**src/rtl/ppu_pkg.sv**
```systemverilog
// Shared PPU types and address helpers for the background/window pixel path.
package ppu_pkg;

   typedef struct packed {
      logic ena;
      logic win_tile_map;
      logic win_ena;
      logic bg_win_tile_data;
      logic bg_tile_map;
      logic obj_size;
      logic obj_ena;
      logic bg_ena;
   } lcdc_t;

   typedef enum logic [1:0] {
      FETCH_TILE      = 2'd0,
      FETCH_DATA_LOW  = 2'd1,
      FETCH_DATA_HIGH = 2'd2,
      FETCH_PUSH      = 2'd3
   } fetcher_state_t;

   localparam logic [1:0]  TILE_MAP_PREFIX         = 2'b11;
   localparam logic [12:0] TILE_DATA_BASE_UNSIGNED = 13'h0000;
   localparam logic [12:0] TILE_DATA_BASE_SIGNED   = 13'h1000;

   function automatic logic [12:0] tile_map_addr(input logic map_sel, input logic [7:0] row,
                                                 input logic [4:0] col);
      return {TILE_MAP_PREFIX, map_sel, row[7:3], col};
   endfunction

   // Signed mode addresses tiles relative to 0x1000 with a two's-complement id.
   function automatic logic [12:0] tile_data_addr(input logic unsigned_mode, input logic [7:0] id,
                                                  input logic [2:0] row, input logic plane);
      logic [12:0] addr;
      if (unsigned_mode) begin
         addr = TILE_DATA_BASE_UNSIGNED | {1'b0, id, row, plane};
      end else begin
         addr = TILE_DATA_BASE_SIGNED + {id[7], id, 4'b0000} + {9'b0_0000_0000, row, plane};
      end
      return addr;
   endfunction

   function automatic logic [1:0] shade(input logic [7:0] pal, input logic [1:0] idx);
      logic [1:0] color;
      case (idx)
         2'd0:    color = pal[1:0];
         2'd1:    color = pal[3:2];
         2'd2:    color = pal[5:4];
         2'd3:    color = pal[7:6];
         default: color = 2'b00;
      endcase
      return color;
   endfunction

endpackage

```
**src/rtl/bg_pixel_fifo.sv**
```systemverilog
// Pixel FIFO of 2-bit colour indices: eight-pixel bulk push, single pop, flush.
module bg_pixel_fifo #(
   parameter int FIFO_DEPTH = 16
) (
   input  logic                              clk,
   input  logic                              rst_n,
   input  logic                              flush,
   input  logic                              push8,
   input  logic [7:0]                        push_lo,
   input  logic [7:0]                        push_hi,
   input  logic                              pop,
   output logic [1:0]                        pop_pix,
   output logic [$clog2(FIFO_DEPTH+1)-1:0]   count
);

   localparam int CW     = $clog2(FIFO_DEPTH + 1);
   localparam int PW     = $clog2(FIFO_DEPTH);
   localparam int GROUPS = FIFO_DEPTH / 8;
   localparam int GW     = (GROUPS > 1) ? $clog2(GROUPS) : 1;
   localparam logic [CW-1:0] ROOM  = CW'(FIFO_DEPTH - 8);
   localparam logic [CW-1:0] EIGHT = CW'(8);
   localparam logic [CW-1:0] ONE   = CW'(1);

   logic [1:0]    mem_r [FIFO_DEPTH];
   logic [CW-1:0] count_r;
   logic [PW-1:0] rd_ptr_r;
   logic [GW-1:0] wr_grp_r;
   logic [PW-1:0] wr_base_s;
   logic          push_ok_s;
   logic          pop_ok_s;

   // Writes are always whole 8-pixel groups, so the write pointer counts groups.
   always_comb begin
      wr_base_s = PW'(wr_grp_r) << 3;
      push_ok_s = push8 && (count_r <= ROOM);
      pop_ok_s  = pop && (count_r != {CW{1'b0}});
   end

   // Storage, pointers and occupancy
   always_ff @(posedge clk or negedge rst_n) begin
      if (!rst_n) begin
         count_r  <= {CW{1'b0}};
         rd_ptr_r <= {PW{1'b0}};
         wr_grp_r <= {GW{1'b0}};
         for (int i = 0; i < FIFO_DEPTH; i++) mem_r[i] <= 2'b00;
      end else if (flush) begin
         count_r  <= {CW{1'b0}};
         rd_ptr_r <= {PW{1'b0}};
         wr_grp_r <= {GW{1'b0}};
      end else begin
         if (push_ok_s) begin
            for (int i = 0; i < 8; i++) mem_r[wr_base_s + PW'(i)] <= {push_hi[7-i], push_lo[7-i]};
            wr_grp_r <= (wr_grp_r == GW'(GROUPS - 1)) ? {GW{1'b0}} : wr_grp_r + GW'(1);
         end
         if (pop_ok_s) begin
            rd_ptr_r <= (rd_ptr_r == PW'(FIFO_DEPTH - 1)) ? {PW{1'b0}} : rd_ptr_r + PW'(1);
         end
         count_r <= count_r + (push_ok_s ? EIGHT : {CW{1'b0}}) - (pop_ok_s ? ONE : {CW{1'b0}});
      end
   end

   assign pop_pix = mem_r[rd_ptr_r];
   assign count   = count_r;

endmodule

```
**src/rtl/bg_pixel_pipe.sv**
```systemverilog
// Background/window pixel pipeline: tile fetcher feeding a pixel FIFO that is
// popped once per cycle into palette-shaded pixels for one scanline per start.
module bg_pixel_pipe
   import ppu_pkg::*;
#(
   parameter int FIFO_DEPTH = 16,
   parameter int LINE_W     = 160
) (
   input  logic        clk,
   input  logic        rst_n,
   input  logic        start,
   input  logic [7:0]  ly,
   input  logic [7:0]  scx,
   input  logic [7:0]  scy,
   input  logic [7:0]  wy,
   input  logic [7:0]  wx,
   input  logic [7:0]  bgp,
   input  lcdc_t       lcdc,
   output logic [12:0] vram_addr,
   input  logic [7:0]  vram_data,
   output logic        pix_valid,
   output logic [1:0]  pix_color,
   output logic        line_done
);

   localparam int XW = ($clog2(LINE_W + 1) > 8) ? $clog2(LINE_W + 1) : 8;
   localparam int CW = $clog2(FIFO_DEPTH + 1);
   localparam logic [XW-1:0] LAST_X = XW'(LINE_W - 1);
   localparam logic [CW-1:0] ROOM   = CW'(FIFO_DEPTH - 8);

   fetcher_state_t fetch_state_r, fetch_next_s;
   logic          active_r, done_pend_r, win_trig_r;
   logic [7:0]    win_line_r, tile_id_r, data_lo_r, data_hi_r;
   logic [4:0]    tile_col_r;
   logic [XW-1:0] vis_x_r;
   logic [2:0]    discard_r;
   logic          pix_valid_r, line_done_r;
   logic [1:0]    pix_color_r;

   logic [CW-1:0] fifo_count_s;
   logic [1:0]    fifo_pix_s, idx_s;
   logic [7:0]    row_s, wx_target_s;
   logic [12:0]   vram_addr_s;
   logic          map_sel_s, win_start_s, pop_s, emit_s, last_pix_s, flush_s, push_s;

   // Window trigger, FIFO handshake and pixel-emit decisions
   always_comb begin
      if (wx < 8'd7) begin
         wx_target_s = 8'd0;
      end else begin
         wx_target_s = wx - 8'd7;
      end
      win_start_s = active_r && lcdc.ena && !start && lcdc.win_ena && !win_trig_r &&
                    (ly >= wy) && (vis_x_r == XW'(wx_target_s));
      pop_s       = active_r && lcdc.ena && !start && !win_start_s && (fifo_count_s != {CW{1'b0}});
      emit_s      = pop_s && (discard_r == 3'd0);
      last_pix_s  = emit_s && (vis_x_r == LAST_X);
      flush_s     = !lcdc.ena || start || win_start_s || last_pix_s || !active_r;
      push_s      = active_r && (fetch_state_r == FETCH_PUSH) && (fifo_count_s <= ROOM) && !flush_s;
      row_s       = win_trig_r ? win_line_r : (ly + scy);
      map_sel_s   = win_trig_r ? lcdc.win_tile_map : lcdc.bg_tile_map;
      idx_s       = lcdc.bg_ena ? fifo_pix_s : 2'b00;
   end

   // Fetcher next state and VRAM address
   always_comb begin
      fetch_next_s = fetch_state_r;
      vram_addr_s  = 13'h0000;
      if (flush_s) begin
         fetch_next_s = FETCH_TILE;
      end else begin
         case (fetch_state_r)
            FETCH_TILE:      fetch_next_s = FETCH_DATA_LOW;
            FETCH_DATA_LOW:  fetch_next_s = FETCH_DATA_HIGH;
            FETCH_DATA_HIGH: fetch_next_s = FETCH_PUSH;
            FETCH_PUSH:      fetch_next_s = push_s ? FETCH_TILE : FETCH_PUSH;
            default:         fetch_next_s = FETCH_TILE;
         endcase
      end
      if (active_r && lcdc.ena) begin
         case (fetch_state_r)
            FETCH_TILE:      vram_addr_s = tile_map_addr(map_sel_s, row_s, tile_col_r);
            FETCH_DATA_LOW:  vram_addr_s = tile_data_addr(lcdc.bg_win_tile_data, tile_id_r, row_s[2:0], 1'b0);
            FETCH_DATA_HIGH: vram_addr_s = tile_data_addr(lcdc.bg_win_tile_data, tile_id_r, row_s[2:0], 1'b1);
            default:         vram_addr_s = 13'h0000;
         endcase
      end else begin
         vram_addr_s = 13'h0000;
      end
   end

   // Fetcher state register
   always_ff @(posedge clk or negedge rst_n) begin
      if (!rst_n) begin
         fetch_state_r <= FETCH_TILE;
      end else begin
         fetch_state_r <= fetch_next_s;
      end
   end

   // VRAM bytes land at the end of each read state
   always_ff @(posedge clk or negedge rst_n) begin
      if (!rst_n) begin
         tile_id_r <= 8'h00;
         data_lo_r <= 8'h00;
         data_hi_r <= 8'h00;
      end else if (active_r) begin
         case (fetch_state_r)
            FETCH_TILE:      tile_id_r <= vram_data;
            FETCH_DATA_LOW:  data_lo_r <= vram_data;
            FETCH_DATA_HIGH: data_hi_r <= vram_data;
            default: begin
            end
         endcase
      end
   end

   // Line sequencing, scroll discard, window counter and registered pixel outputs
   always_ff @(posedge clk or negedge rst_n) begin
      if (!rst_n) begin
         active_r    <= 1'b0;
         done_pend_r <= 1'b0;
         win_trig_r  <= 1'b0;
         win_line_r  <= 8'h00;
         tile_col_r  <= 5'd0;
         vis_x_r     <= {XW{1'b0}};
         discard_r   <= 3'd0;
         pix_valid_r <= 1'b0;
         pix_color_r <= 2'b00;
         line_done_r <= 1'b0;
      end else if (!lcdc.ena) begin
         // LCD off behaves like reset but keeps the window line counter
         active_r    <= 1'b0;
         done_pend_r <= 1'b0;
         win_trig_r  <= 1'b0;
         tile_col_r  <= 5'd0;
         vis_x_r     <= {XW{1'b0}};
         discard_r   <= 3'd0;
         pix_valid_r <= 1'b0;
         pix_color_r <= 2'b00;
         line_done_r <= 1'b0;
      end else if (start) begin
         active_r    <= 1'b1;
         done_pend_r <= 1'b0;
         win_trig_r  <= 1'b0;
         tile_col_r  <= scx[7:3];
         vis_x_r     <= {XW{1'b0}};
         discard_r   <= scx[2:0];
         pix_valid_r <= 1'b0;
         pix_color_r <= 2'b00;
         line_done_r <= 1'b0;
         if (ly == 8'd0) win_line_r <= 8'h00;
      end else begin
         line_done_r <= done_pend_r;
         done_pend_r <= last_pix_s;
         pix_valid_r <= emit_s;
         pix_color_r <= emit_s ? shade(bgp, idx_s) : 2'b00;
         if (last_pix_s) active_r <= 1'b0;
         if (win_start_s) win_trig_r <= 1'b1;
         else if (done_pend_r) win_trig_r <= 1'b0;
         if (done_pend_r && win_trig_r) win_line_r <= win_line_r + 8'd1;
         if (win_start_s) begin
            tile_col_r <= 5'd0;
            discard_r  <= 3'd0;
         end else begin
            if (push_s) tile_col_r <= tile_col_r + 5'd1;
            if (pop_s && (discard_r != 3'd0)) discard_r <= discard_r - 3'd1;
         end
         if (emit_s) vis_x_r <= vis_x_r + XW'(1);
      end
   end

   bg_pixel_fifo #(.FIFO_DEPTH(FIFO_DEPTH)) u_fifo (
      .clk     (clk),
      .rst_n   (rst_n),
      .flush   (flush_s),
      .push8   (push_s),
      .push_lo (data_lo_r),
      .push_hi (data_hi_r),
      .pop     (pop_s),
      .pop_pix (fifo_pix_s),
      .count   (fifo_count_s)
   );

   assign vram_addr = vram_addr_s;
   assign pix_valid = pix_valid_r;
   assign pix_color = pix_color_r;
   assign line_done = line_done_r;

endmodule

```
**config.mk**
```make
export PLATFORM = sky130hd
export DESIGN_NAME = bg_pixel_pipe
export DESIGN_NICKNAME = d
export VERILOG_FILES = /design/src/rtl/ppu_pkg.sv /design/src/rtl/bg_pixel_fifo.sv /design/src/rtl/bg_pixel_pipe.sv
export SDC_FILE = /design/constraint.sdc
export NUM_CORES = 1
export LEC_CHECK = 0
export ABC_CLOCK_PERIOD_IN_PS = 7900
export CORE_MARGIN = 8
export CORE_UTILIZATION = 60
export DETAILED_ROUTE_END_ITERATION = 8
export PLACE_DENSITY = 0.88
export SLEW_MARGIN = 20
export SYNTH_ARGS = -nofsm -noshare
export SYNTH_HDL_FRONTEND = slang
export SYNTH_SLANG_ARGS = --single-unit
export TNS_END_PERCENT = 5
```
**constraint.sdc**
```tcl
create_clock -name clk -period 7.9 [get_ports clk]
set_input_delay 1.58 -clock clk [delete_from_list [all_inputs] [get_ports clk]]
set_output_delay 1.58 -clock clk [all_outputs]
set_load 0.005 [all_outputs]
```
==> results.toml, run 1 <==
[floorplan]
initial_core_util = 0.617
core_area_um2 = 9730
ios = 84
die-area_um2 = 13500
die_h_um = 116
dieWidth_um = 116
rows = 36

[clocking]
cts_tree = "yes"
holdBufCountCts = 0
clock_sinks = 99
ctsLongestPathBuffers = 2
clk_pin_slew_worst_paths_ns = 0.10
ctsResizeCount = 0
htreeDepth = 3
post_cts_buffers = 0
clock_tree.root_cell = "clkbuf_8"
cts_made_buffers = 9
clk-insertion-delay-late_ns = 0.37

[routing]
ant_nets = 0
drt_iter0_markers = 350
vias = 4750
routed_wl_um = 14800
firstDrtPassIters = 5
routedWlPerCell_um = 18.9
drc = 0
avgViaCountPerCell = 6.07

[hold_path]
hold_end = "u_fifo.mem_r[31]$_DFFE_PN0P_"
whs_path_depth = 1
hp-start = "u_fifo.mem_r[31]$_DFFE_PN0P_"
hp-class = "flip-flop to flip-flop"

[critical_path]
critPathMaxStageDelay_ns = 0.53
cp_top_family = "buffers and inverters"
crit_path_top_delay_cell = "clkdlybuf4s50_1"
cp-end-kind = "output port"
startpoint_type = "input port"
r2r_setup_slack_ns = 4.31
r2r-start = "win_trig_r$_DFFE_PN0P_"
critical_path_class = "input port to output port"
critPathBufInv = 2
r2r_end = "u_fifo.count[3]$_DFF_PN0_"
crit_required_ns = 6.32
cp_max_fo = 3
path_cells = "clkdlybuf4s50_1 > ha_1 > fa_1 > a21o_1 > a21oi_1 > xnor2_1 > o21ai_0 > mux2i_1 > nor2_1 > a21oi_1 > nor2_1 > clkdlybuf4s50_1"
worstPathArrival_ns = 4.27
worstRegToRegCells = 13

[finish]
final_nets = 741
design_area_um2 = 7080
fin_cells = 783
drive_gt1_frac = 0.148
final_cell_mix = "dfrtp_1, clkdlybuf4s50_1, nor2_1, mux2_2, nand2_1"
diodes = 0
area_delta_synth_final_pct = 17.9
layout_commonest_cell = "dfrtp_1"

[timing]
tns_ns = 0
finalSetupViolCount = 0
drv_slew = 0
layout_setup_ws_ns = 2.05
worstMarginPinSlew_ns = 1.03
max_freq_mhz = 171
rsz0062_at_grt = "no"
period_minus_slack_ns = 5.85
slew_headroom = 0.307
period_share = 0.740
final-hold-violation-count = 0
finalClockSkew_ns = 0.00836

[synthesis]
synthMuxAreaShare = 0.168
synth_warnings = 0
synthFlopType = "dfrtp_1"
synth_area_per_cell_um2 = 10.4
ys_types = 69
synth_top_area_share = 0.413
synth-edff-count = 0
synth-xor-area-share = 0.0350
synthCells = 577
synth_seq_cells = 99
synthArstFlopShare = 1.00
synth_area_um2 = 6000
yosys-top-cells-area = "dfrtp_1, mux2_2, ha_1"
synth_top_family_by_area = "multiplexers"
synth_compound_area_frac = 0.114
syn-num-nets = 673
synth_top_area_cell = "dfrtp_1"
seq_area_frac_synth = 0.413
yosys.area_share.simple = 0.163
synth_fa_ha_area_frac = 0.0663

[global_routing]
grt_pass1_vias = 4935
grt-ovfl-total = 0
grt_pass1_wl_um = 24300
antenna_found_initial = 0
grt_max_degree = 82
grtUsageTotal = 0.226

[placed_design]
dp_hpwl_um = 11000
placed_area_um2 = 6850
place_ws_ns = 2.06
dp.cells = 765
numPortBuffers = 81
place.gp.congestion = 0.880

[flow_run]
cap_violations = 0

[pwr]
leakagePower_nw = 3.06
irDropWorstVdd_v = 0.000103
power_density_nw_per_um2 = 147

[status]
status = "finished clean"
==> Yosys cell counts (11+ instances only) <==
master,count
nand2_1,42
mux2_2,44
inv_1,27
ha_1,27
o21ai_0,18
a211oi_1,11
nand3_1,22
xnor2_1,14
dfrtp_1,99
nor4_1,11
mux2i_1,12
clkbuf_1,19
a21oi_1,32
nor2_1,48
mux2_4,11
==> worst max path at each step <==
stage	to	from	cells after the start	slack [ns]
final	vram_addr[6]	ly[0]	12	2.05
after global routing	vram_addr[6]	ly[0]	12	1.91
after CTS	vram_addr[6]	ly[0]	12	2.03
after detailed placement	vram_addr[6]	ly[0]	12	2.06
after global placement	vram_addr[6]	ly[0]	12	2.09
after floorplan	u_fifo.count[4]$_DFF_PN0_	wx[0]	15	3.22
==> logic make-up (layout without fill, tap and decap cells) <==
logic type	Yosys count	after routing
and+or+nand+nor	187	187
muxes	77	77
AOI/OAI and AO/OA	103	103
buffers and inverters	56	129
adders and majority gates	31	31
xor gates and xnor gates	24	24
DFF	99	99
==> area by class of cell <==
| type | instances | area (µm²) |
|---|---|---|
| clock buffers | 10 | 138 |
| fillers | 676 | 2650 |
| well taps | 133 | 166 |
| repair buffers | 85 | 855 |
| multi-input cells | 422 | 3280 |
| inverters | 28 | 105 |
| flip-flops and latches | 99 | 2480 |
| clock inverters | 6 | 58.8 |
==> routing by layer <==
layer,vias up,part of all wire,GRT usage
met4,0,0.016,0.0640
met5,-,0,0
met3,22,0.057,0.0474
met2,156,0.50,0.379
met1,2340,0.42,0.288
li1,2232,-,-
==> worst reg2reg max path, stage by stage, from the launching register on <==
cell,delay (ns)
dfrtp_1,0.60
and3b_1,0.31
nand4_1,0.09
a211oi_1,0.23
or4b_1,0.48
and4bb_1,0.59
nor2b_1,0.10
ha_1,0.20
inv_1,0.06
ha_1,0.15
inv_1,0.05
fa_1,0.37
xor2_1,0.17
nor2_1,0.06
==> state kept, by name, summed over array words and instances (netlist names) <==
register and count:
data_lo_r 8, tile_id_r 8, vis_x_r 8, u_fifo.wr_grp_r 1
u_fifo.mem_r 32, fetch_state_r 2, win_trig_r 1, pix_color 2
pix_valid 1, data_hi_r 8, u_fifo.count 5, done_pend_r 1
active_r 1, tile_col_r 5, win_line_r 8, u_fifo.rd_ptr_r 4
discard_r 3, line_done 1
==> power breakdown <==
| group | internal [mW] | switching (mW) |
|---|---|---|
| combinational | 0.0840 | 0.0763 |
| sequential | 0.532 | 0.0246 |
| clock | 0.130 | 0.197 |
| total | 0.746 | 0.297 |
==> through the flow <==
step	utilization	power [mW]	hold WS [ns]
after detailed placement	0.704	0.722	0.495
after global placement	0.704	0.712	0.484
after floorplan	-	0.639	0.474
after CTS	0.724	1.04	0.524
final	0.727	1.04	0.521
after global routing	0.727	1.08	0.538
Note: power is estimated with default switching activity, not from simulation.
==> run 2: changes to the inputs <==
--- a/config.mk
+++ b/config.mk
@@ -5,11 +5,11 @@
 export SDC_FILE = /design/constraint.sdc
 export NUM_CORES = 1
 export LEC_CHECK = 0
-export ABC_CLOCK_PERIOD_IN_PS = 7900
+export ABC_CLOCK_PERIOD_IN_PS = 4700
 export CORE_MARGIN = 8
-export CORE_UTILIZATION = 60
+export CORE_UTILIZATION = 50
 export DETAILED_ROUTE_END_ITERATION = 8
-export PLACE_DENSITY = 0.88
+export PLACE_DENSITY = 0.79
 export SLEW_MARGIN = 20
 export SYNTH_ARGS = -nofsm -noshare
 export SYNTH_HDL_FRONTEND = slang
==> constraint.sdc (replaced) <==
create_clock -name clk -period 4.7 [get_ports clk]
set_input_delay 0.94 -clock clk [delete_from_list [all_inputs] [get_ports clk]]
set_output_delay 0.94 -clock clk [all_outputs]
set_load 0.005 [all_outputs]
==> run 2 against run 1 <==
Compared with the run above: worst setup slack got worse by 1.9 ns; via count decreased by 0.51%; critical path type unchanged; critical endpoint unchanged; sequential share of layout area decreased by 0.81 points; register-to-register slack got worse by 2.9 ns; sequential power increased by 68%; critical path depth unchanged.
==> results.toml, run 2 (synthesis gave the netlist of run 1 again) <==
[status]
status = "finished clean"

[timing]
worstMarginPinSlew_ns = 0.869
slew_headroom = 0.420
max_freq_mhz = 221
rsz0062_at_grt = "no"
period_share = 0.963
final-hold-violation-count = 0
finalSetupViolCount = 0
whs_ns = 0.504
tns_ns = 0
period_minus_slack_ns = 4.53
layout_setup_ws_ns = 0.175
drv_slew = 0
finalClockSkew_ns = 0.0101

[critical_path]
r2r-start = "win_trig_r$_DFFE_PN0P_"
worstPathArrival_ns = 3.59
crit_required_ns = 3.76
cp_max_fo = 3
cp-end-kind = "output port"
critPathBufInv = 2
critical_path_class = "input port to output port"
cp_top_family = "buffers and inverters"
startpoint = "ly[0]"
critPathMaxStageDelay_ns = 0.51
path_cells = "clkdlybuf4s50_1 > ha_1 > fa_1 > a21o_1 > a21oi_1 > xnor2_1 > o21ai_1 > mux2i_1 > nor2_1 > a21oi_1 > nor2_1 > clkdlybuf4s50_1"
crit_path_top_delay_cell = "clkdlybuf4s50_1"
startpoint_type = "input port"

[clocking]
ctsLongestPathBuffers = 2
clk-insertion-delay-late_ns = 0.35
cts_tree = "yes"
clock_tree.root_cell = "clkbuf_16"
cts_made_buffers = 9
clk_pin_slew_worst_paths_ns = 0.07
ctsResizeCount = 0
clock_sinks = 99
htreeDepth = 3
holdBufCountCts = 0
post_cts_buffers = 0

[placed_design]
place.gp.congestion = 0.874
dp_hpwl_um = 11000
place_ws_ns = 0.133
numPortBuffers = 81

[flow_run]
cap_violations = 0

[finish]
largest-register = "u_fifo.mem_r"
diodes = 0
final_nets = 748
layout_commonest_cell = "dfrtp_1"
fillCellCount = 968
area_delta_synth_final_pct = 20.7
drive_gt1_frac = 0.157
final_cell_mix = "dfrtp_1, clkdlybuf4s50_1, nor2_1, mux2_2, nand2_1"
largest_reg_flops = 32

[routing]
routed_wl_um = 14700
ant_nets = 0
drc = 0
routedWlPerCell_um = 18.2
drt_iter0_markers = 356
avgViaCountPerCell = 5.88
vias = 4726
firstDrtPassIters = 5

[floorplan]
rows = 40
ios = 84
initial_core_util = 0.506
die_h_um = 126
die-area_um2 = 15800
core_area_um2 = 11900
dieWidth_um = 126

[global_routing]
grt_pass1_vias = 4871
grtUsageTotal = 0.188
grt-ovfl-total = 0
grt_pass1_wl_um = 24300
antenna_found_initial = 0
grt_max_degree = 64

[pwr]
power_density_nw_per_um2 = 272
irDropWorstVdd_v = 0.000201
leakagePower_nw = 3.14

[hold_path]
hp-start = "u_fifo.mem_r[13]$_DFFE_PN0P_"
hp-class = "flip-flop to flip-flop"
==> run 2: final timing paths <==
| check | depth (start not counted) | slack, ns | to |
|---|---|---|---|
| worst min register to register | 1 | 0.50 | u_fifo.mem_r[13]$_DFFE_PN0P_ |
| worst max-delay path | 12 | 0.17 | vram_addr[6] |
| min in group asynchronous | 1 | 0.68 | u_fifo.count[1]$_DFF_PN0_ |
| worst max register to register | 13 | 1.36 | u_fifo.count[3]$_DFF_PN0_ |
| worst min-delay path | 1 | 0.50 | u_fifo.mem_r[13]$_DFFE_PN0P_ |
| max in group asynchronous | 2 | 3.02 | u_fifo.mem_r[7]$_DFFE_PN0P_ |
==> run 2: final cells by class <==
class | instances | area [µm²] | share of cell area
Clock buffer | 10 | 239 | 0.0330
Clock inverter | 6 | 71.3 | 0.00984
Inverter | 28 | 105 | 0.0145
Multi-Input combinational cell | 422 | 3280 | 0.452
Sequential cell | 99 | 2480 | 0.342
Tap cell | 147 | 184 | 0.0254
Timing Repair Buffer | 92 | 891 | 0.123
==> run 2: stage by stage <==
stage / power (mW) / util / instances / instance area [µm²]
floorplan: 1.07 / - / 577 / 6000
global route: 2.05 / 0.611 / 804 / 7250
CTS: 1.99 / 0.611 / 804 / 7250
detailed placement: 1.21 / 0.585 / 788 / 6940
finish: 1.97 / 0.611 / 804 / 7250
global placement: 1.20 / 0.585 / 788 / 6940
==> run 2: per-layer routing <==
metal	vias up	routed length [µm]	global-route usage
met2	107	7510	0.321
li1	2251	-	-
met5	-	0	0
met3	22	702	0.0484
met4	0	275	0.0609
met1	2346	6170	0.228
==> run 2: worst reg2reg max path, delay by kind of cell (launching register included) <==
kind | cells | cell delay [ns]
XOR/XNOR | 1 | 0.18
AO/OA/AOI/OAI | 1 | 0.24
flip-flops | 1 | 0.59
buffers and inverters | 2 | 0.12
adder cells (fa/ha/maj) | 3 | 0.72
AND/OR/NAND/NOR | 6 | 1.36
==> run 2: where the power goes <==
part           switching, mW  internal, mW
Combinational          0.125         0.143
Clock                  0.335         0.435
Sequential            0.0381         0.894
Total                  0.498          1.47
==> run 3: changes to the inputs <==
--- a/config.mk
+++ b/config.mk
@@ -7,9 +7,9 @@
 export LEC_CHECK = 0
 export ABC_CLOCK_PERIOD_IN_PS = 4700
 export CORE_MARGIN = 8
-export CORE_UTILIZATION = 50
+export CORE_UTILIZATION = 45
 export DETAILED_ROUTE_END_ITERATION = 8
-export PLACE_DENSITY = 0.79
+export PLACE_DENSITY = 0.72
 export SLEW_MARGIN = 20
 export SYNTH_ARGS = -nofsm -noshare
 export SYNTH_HDL_FRONTEND = slang
==> run 3 against run 2 <==
Compared with the run above: first-iteration DRC count grew 21%; register-to-register slack lost 0.05 ns; combinational power is essentially flat; highest routed layer unchanged.
==> results.toml, run 3 (synthesis gave the netlist of run 1 again) <==
[finish]
ff_latch_area_um2 = 2480
design_area_um2 = 7290
final_nets = 747
fillCellCount = 1153
drive_gt1_frac = 0.154
largest_reg_flops = 32
area_delta_synth_final_pct = 21.4
diodes = 0
layout_commonest_cell = "dfrtp_1"
largest-register = "u_fifo.mem_r"
multi_input_area_um2 = 3280
final_cell_mix = "dfrtp_1, clkdlybuf4s50_1, nor2_1, mux2_2, nand2_1"
post-route-util = 0.555

[clocking]
cts_made_buffers = 9
ctsLongestPathBuffers = 2
post_cts_buffers = 0
holdBufCountCts = 0
clk_pin_slew_worst_paths_ns = 0.06
cts_tree = "yes"
clk-insertion-delay-late_ns = 0.35
ctsResizeCount = 0
clock_sinks = 99
clock_tree.root_cell = "clkbuf_16"
htreeDepth = 3

[timing]
drv_slew = 0
rsz0062_at_grt = "no"
final-hold-violation-count = 0
period_minus_slack_ns = 4.57
finalClockSkew_ns = 0.00969
slew_headroom = 0.420
finalSetupViolCount = 0
tns_ns = 0
layout_setup_ws_ns = 0.134
period_share = 0.971
max_freq_mhz = 219
worstMarginPinSlew_ns = 0.870

[global_routing]
grt_max_degree = 69
grt-ovfl-total = 0
grt_pass1_vias = 4992
grtUsageTotal = 0.173
antenna_found_initial = 0
grt_pass1_wl_um = 24800

[floorplan]
ios = 84
die_h_um = 132
initial_core_util = 0.457
dieWidth_um = 132
rows = 42
die-area_um2 = 17300
core_area_um2 = 13100

[routing]
avgViaCountPerCell = 5.63
drt_iter0_markers = 430
drc = 0
routed_wl_um = 14700
vias = 4685
routedWlPerCell_um = 17.6
ant_nets = 0
firstDrtPassIters = 4

[placed_design]
place.gp.congestion = 0.878
placed_area_um2 = 6960
dp_hpwl_um = 11100
numPortBuffers = 81
place_ws_ns = 0.0871

[critical_path]
worstPathArrival_ns = 3.63
critPathMaxStageDelay_ns = 0.52
crit_required_ns = 3.76
critical_path_class = "input port to output port"
startpoint_type = "input port"
worstRegToRegCells = 13
crit_path_top_delay_cell = "clkdlybuf4s50_1"
cp_max_fo = 3
cp-end-kind = "output port"
path_cells = "clkdlybuf4s50_1 > ha_1 > fa_1 > a21o_1 > a21oi_1 > xnor2_1 > o21ai_0 > mux2i_1 > nor2_1 > a21oi_1 > nor2_1 > clkdlybuf4s50_1"

[hold_path]
whs_path_depth = 1
hp-class = "flip-flop to flip-flop"

[status]
status = "finished clean"

[pwr]
finalPower_mw = 2.00
leakagePower_nw = 3.14
irDropWorstVdd_v = 0.000174
power_density_nw_per_um2 = 274

[flow_run]
cap_violations = 0
## run 3: area by class of cell
class / count / share of cell area
Clock buffer: 11 / 0.0333
Inverter: 28 / 0.0144
Tap cell: 176 / 0.0302
Sequential cell: 99 / 0.340
Timing Repair Buffer: 91 / 0.121
Multi-Input combinational cell: 422 / 0.450
Clock inverter: 5 / 0.0113
## run 3: where the power goes
| part | internal [mW] | total (mW) | switching [mW] |
|---|---|---|---|
| sequential | 0.894 | 0.931 | 0.0368 |
| combinational | 0.142 | 0.266 | 0.124 |
| clock | 0.484 | 0.804 | 0.320 |
## run 3: final timing paths
check	slack, ns	startpoint	to
max	0.13	ly[0]	vram_addr[6]
min	0.51	u_fifo.mem_r[11]$_DFFE_PN0P_	u_fifo.mem_r[11]$_DFFE_PN0P_
max reg2reg	1.31	win_trig_r$_DFFE_PN0P_	u_fifo.count[4]$_DFF_PN0_
min reg2reg	0.51	u_fifo.mem_r[11]$_DFFE_PN0P_	u_fifo.mem_r[11]$_DFFE_PN0P_
max in group asynchronous	3.05	rst_n	tile_col_r[3]$_DFFE_PN0P_
min in group asynchronous	0.70	rst_n	pix_color[1]$_DFF_PN0_
## run 3: stage by stage
| stage | hold slack (ns) | std cells |
|---|---|---|
| floorplan | 0.474 | 577 |
| global placement | 0.484 | 816 |
| detailed placement | 0.498 | 816 |
| CTS | 0.512 | 832 |
| global route | 0.520 | 832 |
| finish | 0.507 | 832 |
## run 3: routing by layer
| metal | global-route usage | vias to the layer above | part of all wire |
|---|---|---|---|
| met1 | 0.210 | 2316 | 0.44 |
| met4 | 0.0702 | 0 | 0.019 |
| met5 | 0 | - | 0 |
| met2 | 0.296 | 108 | 0.50 |
| li1 | - | 2241 | - |
| met3 | 0.0332 | 20 | 0.041 |
## run 3: critical path, delay by kind of cell
family | cells | cell delay, ns
xor gates and xnor gates | 1 | 0.11
and+or+nand+nor | 2 | 0.23
buffers and inverters | 2 | 0.97
adders and majority gates | 2 | 0.67
muxes | 1 | 0.09
AOI/OAI and AO/OA | 4 | 0.61
==> RTL edit: new RTL, settings of run 3 <==
The 4 states of `fetcher_state_t` get a one-hot encoding in 4 bits.
--- a/src/rtl/ppu_pkg.sv
+++ b/src/rtl/ppu_pkg.sv
@@ -14,7 +14,7 @@
 
-   typedef enum logic [1:0] {
-      FETCH_TILE      = 2'd0,
-      FETCH_DATA_LOW  = 2'd1,
-      FETCH_DATA_HIGH = 2'd2,
-      FETCH_PUSH      = 2'd3
+   typedef enum logic [3:0] {
+      FETCH_TILE      = 4'b0001,
+      FETCH_DATA_LOW  = 4'b0010,
+      FETCH_DATA_HIGH = 4'b0100,
+      FETCH_PUSH      = 4'b1000
    } fetcher_state_t;
Function: no difference found for any inputs over 4 cycles, from zero or initial values and one cycle with rst_n low; so few cycles prove little.
==> RTL edit against run 3 <==
Non-clock buffer count up 6. Sequential cell count grew 2. Register-to-register slack worse by 80 ps. Area after synthesis decreased by 1.6%. Cell area decreased by 0.38%. Synthesized cell count decreased by 2.4%. Largest cell class unchanged. Sequential share of layout area up 0.84 points. Routed wire length shrank 4.2%. Power fell by 4.6%. Worst setup slack worse by 5.7 ps.
==> RTL edit: results <==
group,metric,value,unit
synthesis,synth_area_leaders,"dfrtp_1 (42%), ha_1 (5.7%), mux2_2 (5.0%)",
hold_path,min_path_type,"reg2reg",
cts,clkTransAtPathRegs,70,ps
synthesis,netlist-cell-type-count,64,
sta,clock_skew,8.778,ps
synthesis,yosys_warnings,0,
synthesis,synthMuxAreaShare,0.1623,
finish,largest_reg_flops,32,
detailed_routing,drtIter0Drc,317,
finish,instances_no_fill,829,
synthesis,synthArstFlopShare,1.000,
grt,grtUsageMet2,0.3049,
worst_setup_path,max_stage_delay,530,ps
synthesis,synth_seq_area_share,0.4283,
grt,use_met1,0.2251,
run_status,outcome,"finished clean",
synthesis,ys.flop_type,"dfrtp_1",
sta,finalHoldWorstSlack,492.3,ps
place,pre_cts_ws,-159.4,ps
synthesis,synth_fa_ha_area_frac,0.06400,
cts,cts_max_level,3,
detailed_routing,viasPerCell,5.525,
grt,grt_pass1_wl,24010,microns
pwr,clkPwrFrac,0.380,
pwr,p_sw_frac,0.2543,
pwr,p_seq_frac,0.484,
pwr,p_leak,0.003219,uW
grt,grt_max_degree,67,
place,dp_cells,813,
cts,numCtsBuffers,9,
finish,fillers,1135,
detailed_routing,wl_met2,7035,microns
sta,worstMarginPinSlew,1091,ps
detailed_routing,firstDrtPassIters,4,
synthesis,netlist_instances,563,
synthesis,synthXorXnorAreaFrac,0.03708,
place,post-dp-hpwl,10700,microns
worst_setup_path,crit_family,"buffers and inverters",
finish,nNetsFinal,744,
finish,regMostFlops,"u_fifo.mem_r",
grt,grt.total_usage,0.1759,
worst_setup_path,r2r_setup_slack,1230,ps
cts,cts.repair.resized,3,
detailed_routing,totalWireLength,14070,microns
pwr,ir_drop,0.0001802,V
worst_setup_path,critPathArrivalTime,3630,ps
place,gp_congestion,0.8283,
sta,period_needed,4572,ps
pwr,power.density,262.8,nW/um^2
detailed_routing,met1Wirelength,6366,microns
synthesis,syn-num-nets,659,
grt,gr-usage-met3,0.03328,
place,placed_area,6962,sq um
finish,drive_gt1_frac,0.1363,
synthesis,synthTopCellsByCount,"dfrtp_1 (100), nor2_1 (48), nand2_1 (38)",
grt,grt_pass1_vias,4852,
detailed_routing,wl_met3,585,microns
finish,post-route-util,0.5572,
synthesis,synth-compound-area-share,0.1235,
worst_setup_path,crit_fanout,2,
-- RTL edit: cell count changes after synthesis, sizes merged, moves of 5 or more --
cell,run 3,this run
nand3,22,14
nor3,8,13
buf,8,2
a211oi,11,4
a22oi,3,11
nand2,43,38
-- RTL edit: worst paths after layout --
path                                  start                to  cells after the start
min in group asynchronous             rst_n      pix_color[0]                      1
max                                   ly[0]      vram_addr[8]                     12
max in group asynchronous             rst_n  u_fifo.mem_r[23]                      2
min reg2reg                u_fifo.mem_r[21]  u_fifo.mem_r[21]                      1
max reg2reg                 u_fifo.count[1]  u_fifo.mem_r[31]                      6
min                        u_fifo.mem_r[21]  u_fifo.mem_r[21]                      1
-- RTL edit: layout make-up --
class | instances | area share
clock buffers | 11 | 0.03343
clock inverters | 5 | 0.006375
inverters | 25 | 0.01292
multi-input cells | 414 | 0.4411
flip-flops and latches | 101 | 0.3482
well taps | 176 | 0.03032
repair buffers | 97 | 0.1277
